[src/rtl/instruction_fetch.sv]
// Instruction fetch stage: req/ack imem port, IF/ID register, skid buffer.
// Drives the PC write enable; discards responses squashed by a redirect.
module instruction_fetch #(
   parameter int unsigned    AW  = 32,
   parameter int unsigned    IW  = 32,
   parameter logic [IW-1:0]  NOP = '0
) (
   input  logic          clk,
   input  logic          clrn,
   input  logic [AW-1:0] pc,
   output logic          wpcir,
   input  logic          redirect,
   input  logic          id_stall,
   output logic          imem_req,
   output logic [AW-1:0] imem_addr,
   input  logic          imem_ack,
   input  logic [IW-1:0] imem_rdata,
   output logic [IW-1:0] dinst,
   output logic [AW-1:0] dpc4,
   output logic          dvalid
);

   typedef enum logic [1:0] {
      IDLE,
      FETCH,
      HOLD,
      DROP
   } state_t;

   state_t        state;
   state_t        state_nx;
   logic [IW-1:0] skid_inst;
   logic [AW-1:0] skid_pc4;
   logic [AW-1:0] drop_addr;
   logic [AW-1:0] pc4;

   assign pc4 = pc + AW'(4);

   always_ff @(posedge clk or negedge clrn) begin
      if (!clrn) state <= IDLE;
      else       state <= state_nx;
   end

   always_comb begin
      state_nx = state;
      case (state)
         IDLE:  state_nx = FETCH;
         FETCH: begin
            if (redirect)
               state_nx = imem_ack ? FETCH : DROP;
            else if (imem_ack && id_stall)
               state_nx = HOLD;
         end
         HOLD: begin
            if (redirect || !id_stall) state_nx = FETCH;
         end
         DROP: begin
            if (!redirect && imem_ack) state_nx = FETCH;
         end
         default: state_nx = IDLE;
      endcase
   end

   // pc only moves on a consumed response or a redirect
   always_comb begin
      imem_req  = (state == FETCH) || (state == DROP);
      imem_addr = (state == DROP) ? drop_addr : pc;
      wpcir     = clrn &&
                  (redirect || (state == FETCH && imem_ack));
   end

   always_ff @(posedge clk or negedge clrn) begin
      if (!clrn) begin
         dinst     <= NOP;
         dpc4      <= '0;
         dvalid    <= 1'b0;
         skid_inst <= NOP;
         skid_pc4  <= '0;
         drop_addr <= '0;
      end else begin
         if (redirect) begin
            dinst  <= NOP;
            dpc4   <= '0;
            dvalid <= 1'b0;
         end else begin
            case (state)
               FETCH: begin
                  if (imem_ack && !id_stall) begin
                     dinst  <= imem_rdata;
                     dpc4   <= pc4;
                     dvalid <= 1'b1;
                  end else if (imem_ack) begin
                     skid_inst <= imem_rdata;
                     skid_pc4  <= pc4;
                  end else if (!id_stall) begin
                     dinst  <= NOP;
                     dpc4   <= '0;
                     dvalid <= 1'b0;
                  end
               end
               HOLD: begin
                  if (!id_stall) begin
                     dinst  <= skid_inst;
                     dpc4   <= skid_pc4;
                     dvalid <= 1'b1;
                  end
               end
               DROP: begin
                  if (!id_stall) begin
                     dinst  <= NOP;
                     dpc4   <= '0;
                     dvalid <= 1'b0;
                  end
               end
               default: ;
            endcase
         end
         if (state == FETCH && redirect && !imem_ack)
            drop_addr <= pc;
      end
   end

endmodule

[config.mk]
export PLATFORM = sky130hd
export DESIGN_NAME = instruction_fetch
export DESIGN_NICKNAME = d
export VERILOG_FILES = /design/src/rtl/instruction_fetch.sv
export SDC_FILE = /design/constraint.sdc
export NUM_CORES = 1
export LEC_CHECK = 0
export BUFFER_PORTS_ARGS = -buffer_cell sky130_fd_sc_hd__buf_2
export CORE_MARGIN = 5
export CORE_UTILIZATION = 45
export DETAILED_ROUTE_END_ITERATION = 8
export PLACE_DENSITY = 0.77
export SYNTH_ARGS = -nofsm -noshare
export SYNTH_HDL_FRONTEND = slang
export SYNTH_SLANG_ARGS = --single-unit
[constraint.sdc]
create_clock -name clk -period 2.45 [get_ports clk]
set_input_delay 0.6125 -clock clk [delete_from_list [all_inputs] [get_ports clk]]
set_output_delay 0.6125 -clock clk [all_outputs]
set_load 0.005 [all_outputs]
==> results.txt, run 1 <==
The die is 145.8 um tall. For the final database, setup skew stands at 11.36 ps. The number of max-slew violations in the final report came out at 0. The count of nets left with antenna violations once routing finished came out at 0. Counting I/O delays and the setup requirement, the final critical path takes 2373 ps. The share of the clock period used by the worst path after layout was 0.9684.

The worst setup path is launched from a flip-flop. The run gives 0.5845 mV as the worst vdd rail ir drop. The signal on the critical path passes through nand2_2, clkbuf_16, mux2_2, buf_2. The flip-flop and latch count after synthesis was 163. The share of the synthesized area in compound gates (AO/OA/AOI/OAI) is 0.1722.

For the hold violation total from the final report, the log shows 0. The placement-stage worst setup slack is 21.66 ps, and the post-CTS setup buffer count is 0. Summed over all layers, the global routing overflow is 0. Multiplexer share of the synthesized area: 0.1368. The worst max-slew margin expressed relative to the limit was 0.2581; the number of global-route vias before repair was 7222. The actual slew at the worst max-slew pin works out to 1110 ps.

Synthesized net count: 865. Data on the critical path arrives at its endpoint at 1760 ps. For the final wirelength, the log shows 23670 um. Once layout is complete, the cells apart from fillers number 1203.

The die footprint was 21250 um^2. Among cell families on the critical path, the largest total delay comes from flip-flops. Counting every sink on the clock net gives 163.

Setup repair after global routing left no endpoint under its margin. Dividing the detail-routed via count by the number of cells gives 5.977. The tools report the number of placed cells counting well taps as 1170. The count of flip-flops with a built-in enable after synthesis came out at 0. The worst setup path is captured at an output pin.

The logs give 0 ps for the summed negative setup slack over all endpoints and 0.8011 for the routability congestion estimate from global placement. In the final design database the tool counted 1031 nets. The maximum clock insertion buffer count is 2.

On the critical path, the stage with the largest delay is an instance of sky130_fd_sc_hd__dfrtp_1. Port buffering added 167 buffers. Entering global routing, the biggest net connects 138 pins. After clock tree synthesis, the clock-pin slew on the worst setup and hold paths is 70 ps. The number of cells on the worst reg-to-reg path is 5. The run gives 0.4587 as the initial standard-cell utilization of the core. The final antenna diode count is 0. The first global-routing pass estimated 38290 um of wire. In the post-route analysis, the smallest setup slack over all paths is 77.45 ps. The type of the setup path with the least slack is reg -> out. Dividing the detail-routed wire length by the instance count gives 19.68 um.

The core region is 18090 um^2. The area fraction in and, or, nand and nor cells after synthesis was 0.1365. The area share of fa/ha/maj cells after synthesis is 0.001508. The initial antenna violation count is 0, and the portion of the post-synthesis area used by sequential elements is 0.4917.

For the standby leakage power, the log shows 4.713 nW. Dividing total power by cell area gives a power density of 845.1 nW/um^2. The wire-length estimate of the detail-placed layout is 15710 um. The Yosys step of the flow raised 0 warnings. The cell depth of the worst setup path is 4. CTS built an H-tree with a depth of 4.

After technology mapping, the gate count stands at 795. Along the worst path, the maximum fanout reaches 15. The post-synthesis area per instance works out to 10.43 um^2. The worst min-delay path class was in -> async. The share of layout cells above drive strength 1 was 0.3604; the total vias in the final route was 7190. Compared with the post-synthesis result, the final layout area differs by 23.18%. Total global routing track utilization: 0.2208.

Among all flip-flop cells after synthesis, the most frequent one is sky130_fd_sc_hd__dfrtp_1. The share of flip-flops with an asynchronous set or reset after synthesis came out at 1.000. After synthesis, the largest family of logic cells by area is compound AO/OA/AOI/OAI gates.

The run gives 618 as the number of DRC markers in iteration 0. After floorplanning, the core was divided into 49 placement rows. On the worst path, the slowest cell contributes a delay of 420 ps. The synthesized-area fraction occupied by xor and xnor cells is 0.02956. The sum of buffers and inverters on the critical path is 2, and the count of different cell masters after synthesis is 48. Die extent in x: 145.8 um.

The area of the mapped netlist was 8295 um^2. The number of endpoints failing setup at the final stage was 0; the number of primary I/O pins was 168. The logs give 0 for the number of design rule violations left after detail routing and 440 ps for the worst-skew pair later-pin latency.

TritonCTS built the clock tree. Data on the critical path is required at its endpoint by 1840 ps. The tool flagged a number of max-cap violations equal to 0. The run finished with clean final reports. The root buffer cell chosen for the clock tree is sky130_fd_sc_hd__clkbuf_16. TritonCTS created 17 clock buffers.

For this run, the top clock speed supported by timing is 421.5 MHz. Length of the first detailed-routing pass in iterations: 5.
[routing by layer]
metal / share of wire / vias to the layer above / track usage
met3: 0.080 / 37 / 0.05388
met5: 0 / - / 0
met1: 0.42 / 3562 / 0.3020
li1: - / 3278 / -
met2: 0.47 / 313 / 0.3438
met4: 0.022 / 0 / 0.07787
[final cells by class]
type,instances,area [um^2]
tap,229,286.5
timing repair buffer,205,1195
sequential,163,4079
fill,1513,7868
clock buffer,17,425.4
clock inverter,15,216.5
multi-input combinational,566,3986
inverter,8,30.03
[placed cells by master (no fill, tap or decap), types with 15 or more instances in the layout]
cell | netlist | final
sky130_fd_sc_hd__o211ai_1 | 42 | 42
sky130_fd_sc_hd__dfrtp_1 | 163 | 163
sky130_fd_sc_hd__nor2_1 | 54 | 51
sky130_fd_sc_hd__buf_4 | 0 | 33
sky130_fd_sc_hd__nand2_1 | 100 | 99
sky130_fd_sc_hd__and3_1 | 15 | 15
sky130_fd_sc_hd__o22ai_1 | 15 | 15
sky130_fd_sc_hd__a21oi_1 | 40 | 40
sky130_fd_sc_hd__buf_2 | 12 | 166
sky130_fd_sc_hd__nand3_1 | 26 | 26
sky130_fd_sc_hd__clkbuf_16 | 0 | 18
sky130_fd_sc_hd__a221o_1 | 35 | 35
sky130_fd_sc_hd__mux2_2 | 99 | 99
[power by group]
part	switching, W	internal (W)
registers	0.000368	0.00336
clock network	0.00119	0.00174
logic	0.000944	0.00104
[through the flow]
| stage | cell area [um^2] | utilization | total power [W] | hold slack [ps] |
|---|---|---|---|---|
| after floorplan | 8295 | - | 0.004907 | 316.9 |
| after global placement | 9549 | 0.5280 | 0.005619 | 474.9 |
| after detailed placement | 9549 | 0.5280 | 0.005713 | 488.2 |
| after CTS | 10190 | 0.5635 | 0.008652 | 39.00 |
| after global routing | 10220 | 0.5650 | 0.009095 | 47.78 |
| final | 10220 | 0.5650 | 0.008636 | 33.46 |
[worst paths after layout]
path                                       from                   endpoint  slack (ps)
max in group asynchronous                  clrn       dpc4[20]$_DFFE_PN0P_        1360
min in group clk                 imem_rdata[17]  skid_inst[17]$_DFFE_PN0P_         420
setup / recovery           state[0]$_DFFE_PN0P_               imem_addr[6]          80
setup reg to reg           state[0]$_DFFE_PN0P_      dinst[28]$_DFFE_PN0P_         420
hold reg to reg             dpc4[8]$_DFFE_PN0P_        dpc4[8]$_DFFE_PN0P_         500
hold / removal                             clrn  drop_addr[23]$_DFFE_PN0P_          30
[sequential cells by signal, summed over array words and instances (netlist names)]
name	cells
dinst	32
dpc4	32
drop_addr	32
dvalid	1
skid_inst	32
skid_pc4	32
state	2
[kinds of logic after synthesis]
group,after synthesis
compound gates,195
mux,101
buf+inv,66
simple gates,241
flops,163
fa+ha+maj,1
xor+xnor,28
[what timing repair did]
action	CTS	global route
gates resized for setup	0	1
setup endpoints to repair	0	30
hold buffers	0	0
[Yosys cell counts, drive strengths merged (10+ instances only)]
master,number,area share
nor2,54,0.024
and3,15,0.011
nand2b,10,0.0075
buf,20,0.011
nand3,26,0.016
dfrtp,163,0.49
xor2,14,0.015
xnor2,14,0.015
o21ai,15,0.0090
clkbuf,38,0.017
a21oi,40,0.024
o211ai,42,0.038
nand2,100,0.045
a22oi,12,0.011
o22ai,15,0.011
a221o,35,0.042
mux2,99,0.13
No activity file was read; power rests on OpenSTA's default activity.
==> inputs of run 2 (changes only) <==
--- a/config.mk
+++ b/config.mk
@@ -6,10 +6,11 @@
 export NUM_CORES = 1
 export LEC_CHECK = 0
 export BUFFER_PORTS_ARGS = -buffer_cell sky130_fd_sc_hd__buf_2
+export CORE_ASPECT_RATIO = 1.4
 export CORE_MARGIN = 5
 export CORE_UTILIZATION = 45
 export DETAILED_ROUTE_END_ITERATION = 8
-export PLACE_DENSITY = 0.77
+export PLACE_DENSITY = 0.67
 export SYNTH_ARGS = -nofsm -noshare
 export SYNTH_HDL_FRONTEND = slang
 export SYNTH_SLANG_ARGS = --single-unit
==> run 2 against run 1 <==
Against the previous run:
- maximum frequency rose by 1.4%
- global-route usage rose by 0.088 points
- sequential share of layout area fell by 0.070 points
- flip-flop and latch count did not move
- total power fell by 3.4%
- die area rose by 0.18%
- worst hold slack improved by 290 ps
- clock skew fell by 1.8 ps
- largest cell class unchanged
- sequential power barely moved
- wire length fell by 0.57%
- via count fell by 1.4%
- final area rose by 0.21%
==> results.txt, run 2 (synthesized netlist as in run 1, its figures left out) <==
The flow ran to the end, and the final reports show no timing, DRC or antenna violations. The run gives 7087 (-1.4%) as the total vias in the final route. The share of the clock period used by the worst path after layout is 0.9549 (-0.01350), and the met1 track utilization from global routing is 0.2798 (-0.02225). The number of global-route vias before repair came out at 7171 (-0.71%). The type of the setup path with the least slack was reg -> out. The number of primary I/O pins is 168 (unchanged). The tools report the element type at the critical path end as an output pin. Core outline area: 18070 um^2 (about the same). The final antenna diode count is 0 (unchanged), and the largest fanout on the critical path is 16 (+1). The global routing stage identified its most utilized layer as met2.

The worst vdd rail ir drop is 0.4670 mV (-20%), and the synthesis-to-layout area growth is 23.44%. In the layout the commonest cells are sky130_fd_sc_hd__buf_2, sky130_fd_sc_hd__dfrtp_1, sky130_fd_sc_hd__mux2_2, sky130_fd_sc_hd__nand2_1, sky130_fd_sc_hd__nor2_1. The arrival time reported for the critical path endpoint was 1730 ps (-30 ps); the number of sinks driven by the clock tree was 163 (unchanged).

The number of design rule violations left after detail routing was 0 (unchanged); the maximum clock insertion buffer count was 2 (unchanged). The total global routing track utilization came out at 0.2217 (+0.0008835). The summed negative setup slack over all endpoints was 0 ps (unchanged); the per-cell routed wire length was 19.31 um (-1.9%). Die footprint: 21290 um^2 (+0.18%). STA classifies the critical path startpoint as a flip-flop. The die boundary height was 170.7 um (+17%). Setup repair after global routing left no endpoint under its margin.

The clock transition at the register clock pins on the worst setup and hold paths after CTS was 70 ps (about the same). The via density per instance is 5.814 (-2.7%), and the number of endpoints failing setup at the final stage is 0 (unchanged). The share of layout cells above drive strength 1 came out at 0.3647 (+0.004288). TritonCTS built the clock tree.

The worst max-slew margin expressed relative to the limit was 0.3081 (+0.04998). Commonest non-fill, non-tap cell in the layout: sky130_fd_sc_hd__buf_2. The min-delay analysis places its worst path in the category in -> async. The post-route minimum period is 2339 ps (-33.08 ps).

On the critical path, the stage with the largest delay is an instance of sky130_fd_sc_hd__dfrtp_2. The final cell count without fillers was 1219 (+1.3%). The hold buffer count at cts was 0 (unchanged); the number of max-slew violations in the final report was 0 (unchanged). The total power divided by cell area is 814.9 nW/um^2 (-3.6%), and the number of nets with antenna violations after detailed routing is 0 (unchanged).

First-pass GRT wire length: 38510 um (+0.57%). Met2 usage in global routing: 0.3776 (+0.03379). The actual slew at the worst max-slew pin is 1032 ps (-78.56 ps). Cell area after layout: 10240 um^2 (+0.21%).

The standby leakage power is 4.708 nW (-0.12%). The count of max-cap constraint violations is 0 (unchanged), and the routability congestion estimate from global placement is 0.8908 (+11%). Number of nets in the final layout: 1037 (+0.58%).

The placement row count came out at 58 (+18%). In this run the clock root is driven by a sky130_fd_sc_hd__clkbuf_16. The initial antenna violation count was 0 (unchanged). The number of placed cells counting well taps is 1185 (+1.3%), and the aggregate global routing overflow is 0 (unchanged).

Initial standard-cell utilization of the core: 0.4591 (about the same). Sum of buffers and inverters on the critical path: 2 (unchanged). Maximum level of the CTS H-tree: 4 (unchanged). For the highest achievable clock rate, the log shows 427.4 MHz (+1.4%).

The final HPWL from detailed placement was 15980 um (+1.7%); the final wirelength was 23540 um (-0.57%). For the power after layout, the log shows 0.008344 W (-3.4%). The number of buffers added on ports was 167 (unchanged); the worst clock skew on the final layout was 9.539 ps (-1.819 ps).

The hold violation total from the final report is 0 (unchanged), and the met3 capacity usage during global routing is 0.04560 (-0.008281). The run gives 663 (+7.3%) as the number of DRC markers in iteration 0. The worst stage delay on the critical path is 450 ps (+30 ps), and the data required time of the critical path is 1840 ps (about the same).

The tools report the maximum number of pins on one net before global-route repair as 164 (+19%). The die extent in x works out to 124.8 um (-14%). The placed instance area is 9613 um^2 (+0.67%). The critical path goes through nand2_2, clkbuf_16, mux2_2, buf_2.

For the worst-skew pair later-pin latency, the log shows 420 ps (-20 ps). On the critical path the largest part of the delay comes from flip-flops. The length of the first detailed-routing pass in iterations was 5 (unchanged); the clock buffer count from CTS was 17 (unchanged).
## run 2: changes by cell type in the layout (fill, tap and decap cells not counted), sizes merged
cell	before	now
clkbuf	18	19
buf	204	210
clkinvlp	1	4
inv	14	12
bufinv	4	2
clkinv	4	3
## run 2: worst paths after layout
check / slack (ps) / cells after the start / start / to
worst min-delay path: 330 / 2 / clrn / drop_addr[31]$_DFFE_PN0P_
worst max register to register: 310 / 7 / state[1]$_DFFE_PN0P_ / dpc4[17]$_DFFE_PN0P_
worst min register to register: 500 / 1 / drop_addr[7]$_DFFE_PN0P_ / drop_addr[7]$_DFFE_PN0P_
min in group clk: 440 / 2 / imem_rdata[24] / skid_inst[24]$_DFFE_PN0P_
max in group asynchronous: 1310 / 2 / clrn / state[1]$_DFFE_PN0P_
worst max-delay path: 110 / 4 / state[1]$_DFFE_PN0P_ / imem_addr[30]
## run 2: area by class of cell
class,instances,area (um^2)
fill,1609,7830
sequential,163,4080
multi-input combinational,566,3994
timing repair buffer,211,1252
clock buffer,18,429.2
tap,240,300.3
clock inverter,13,153.9
inverter,8,30.03
## run 2: what timing repair did
item	4_1_cts	5_1_grt
endpoints found under the hold margin	0	0
setup buffers	0	2
setup endpoints to repair	32	26
cloned	0	1
gates resized for setup	1	1
## run 2: routing by layer
| metal | wire (um) | part of all wire |
|---|---|---|
| met5 | 0 | 0 |
| met4 | 649 | 0.028 |
| met3 | 1247 | 0.053 |
| met2 | 11930 | 0.51 |
| met1 | 9707 | 0.41 |
## run 2: through the flow
stage | hold slack, ps | utilization | setup WS, ps
after floorplan | 316.9 | - | 347.5
after global placement | 479.0 | 0.5320 | 168.4
after detailed placement | 488.0 | 0.5320 | 107.0
after CTS | 414.9 | 0.5643 | 6.454
after global routing | 420.9 | 0.5667 | 59.89
final | 325.7 | 0.5667 | 110.5
## run 2: where the power goes
group          switching (W)  internal, W  leakage, nW
combinational       0.000921      0.00105         2.40
sequential          0.000356      0.00336         2.04
clock                0.00114      0.00152        0.272
total                0.00242      0.00592         4.71
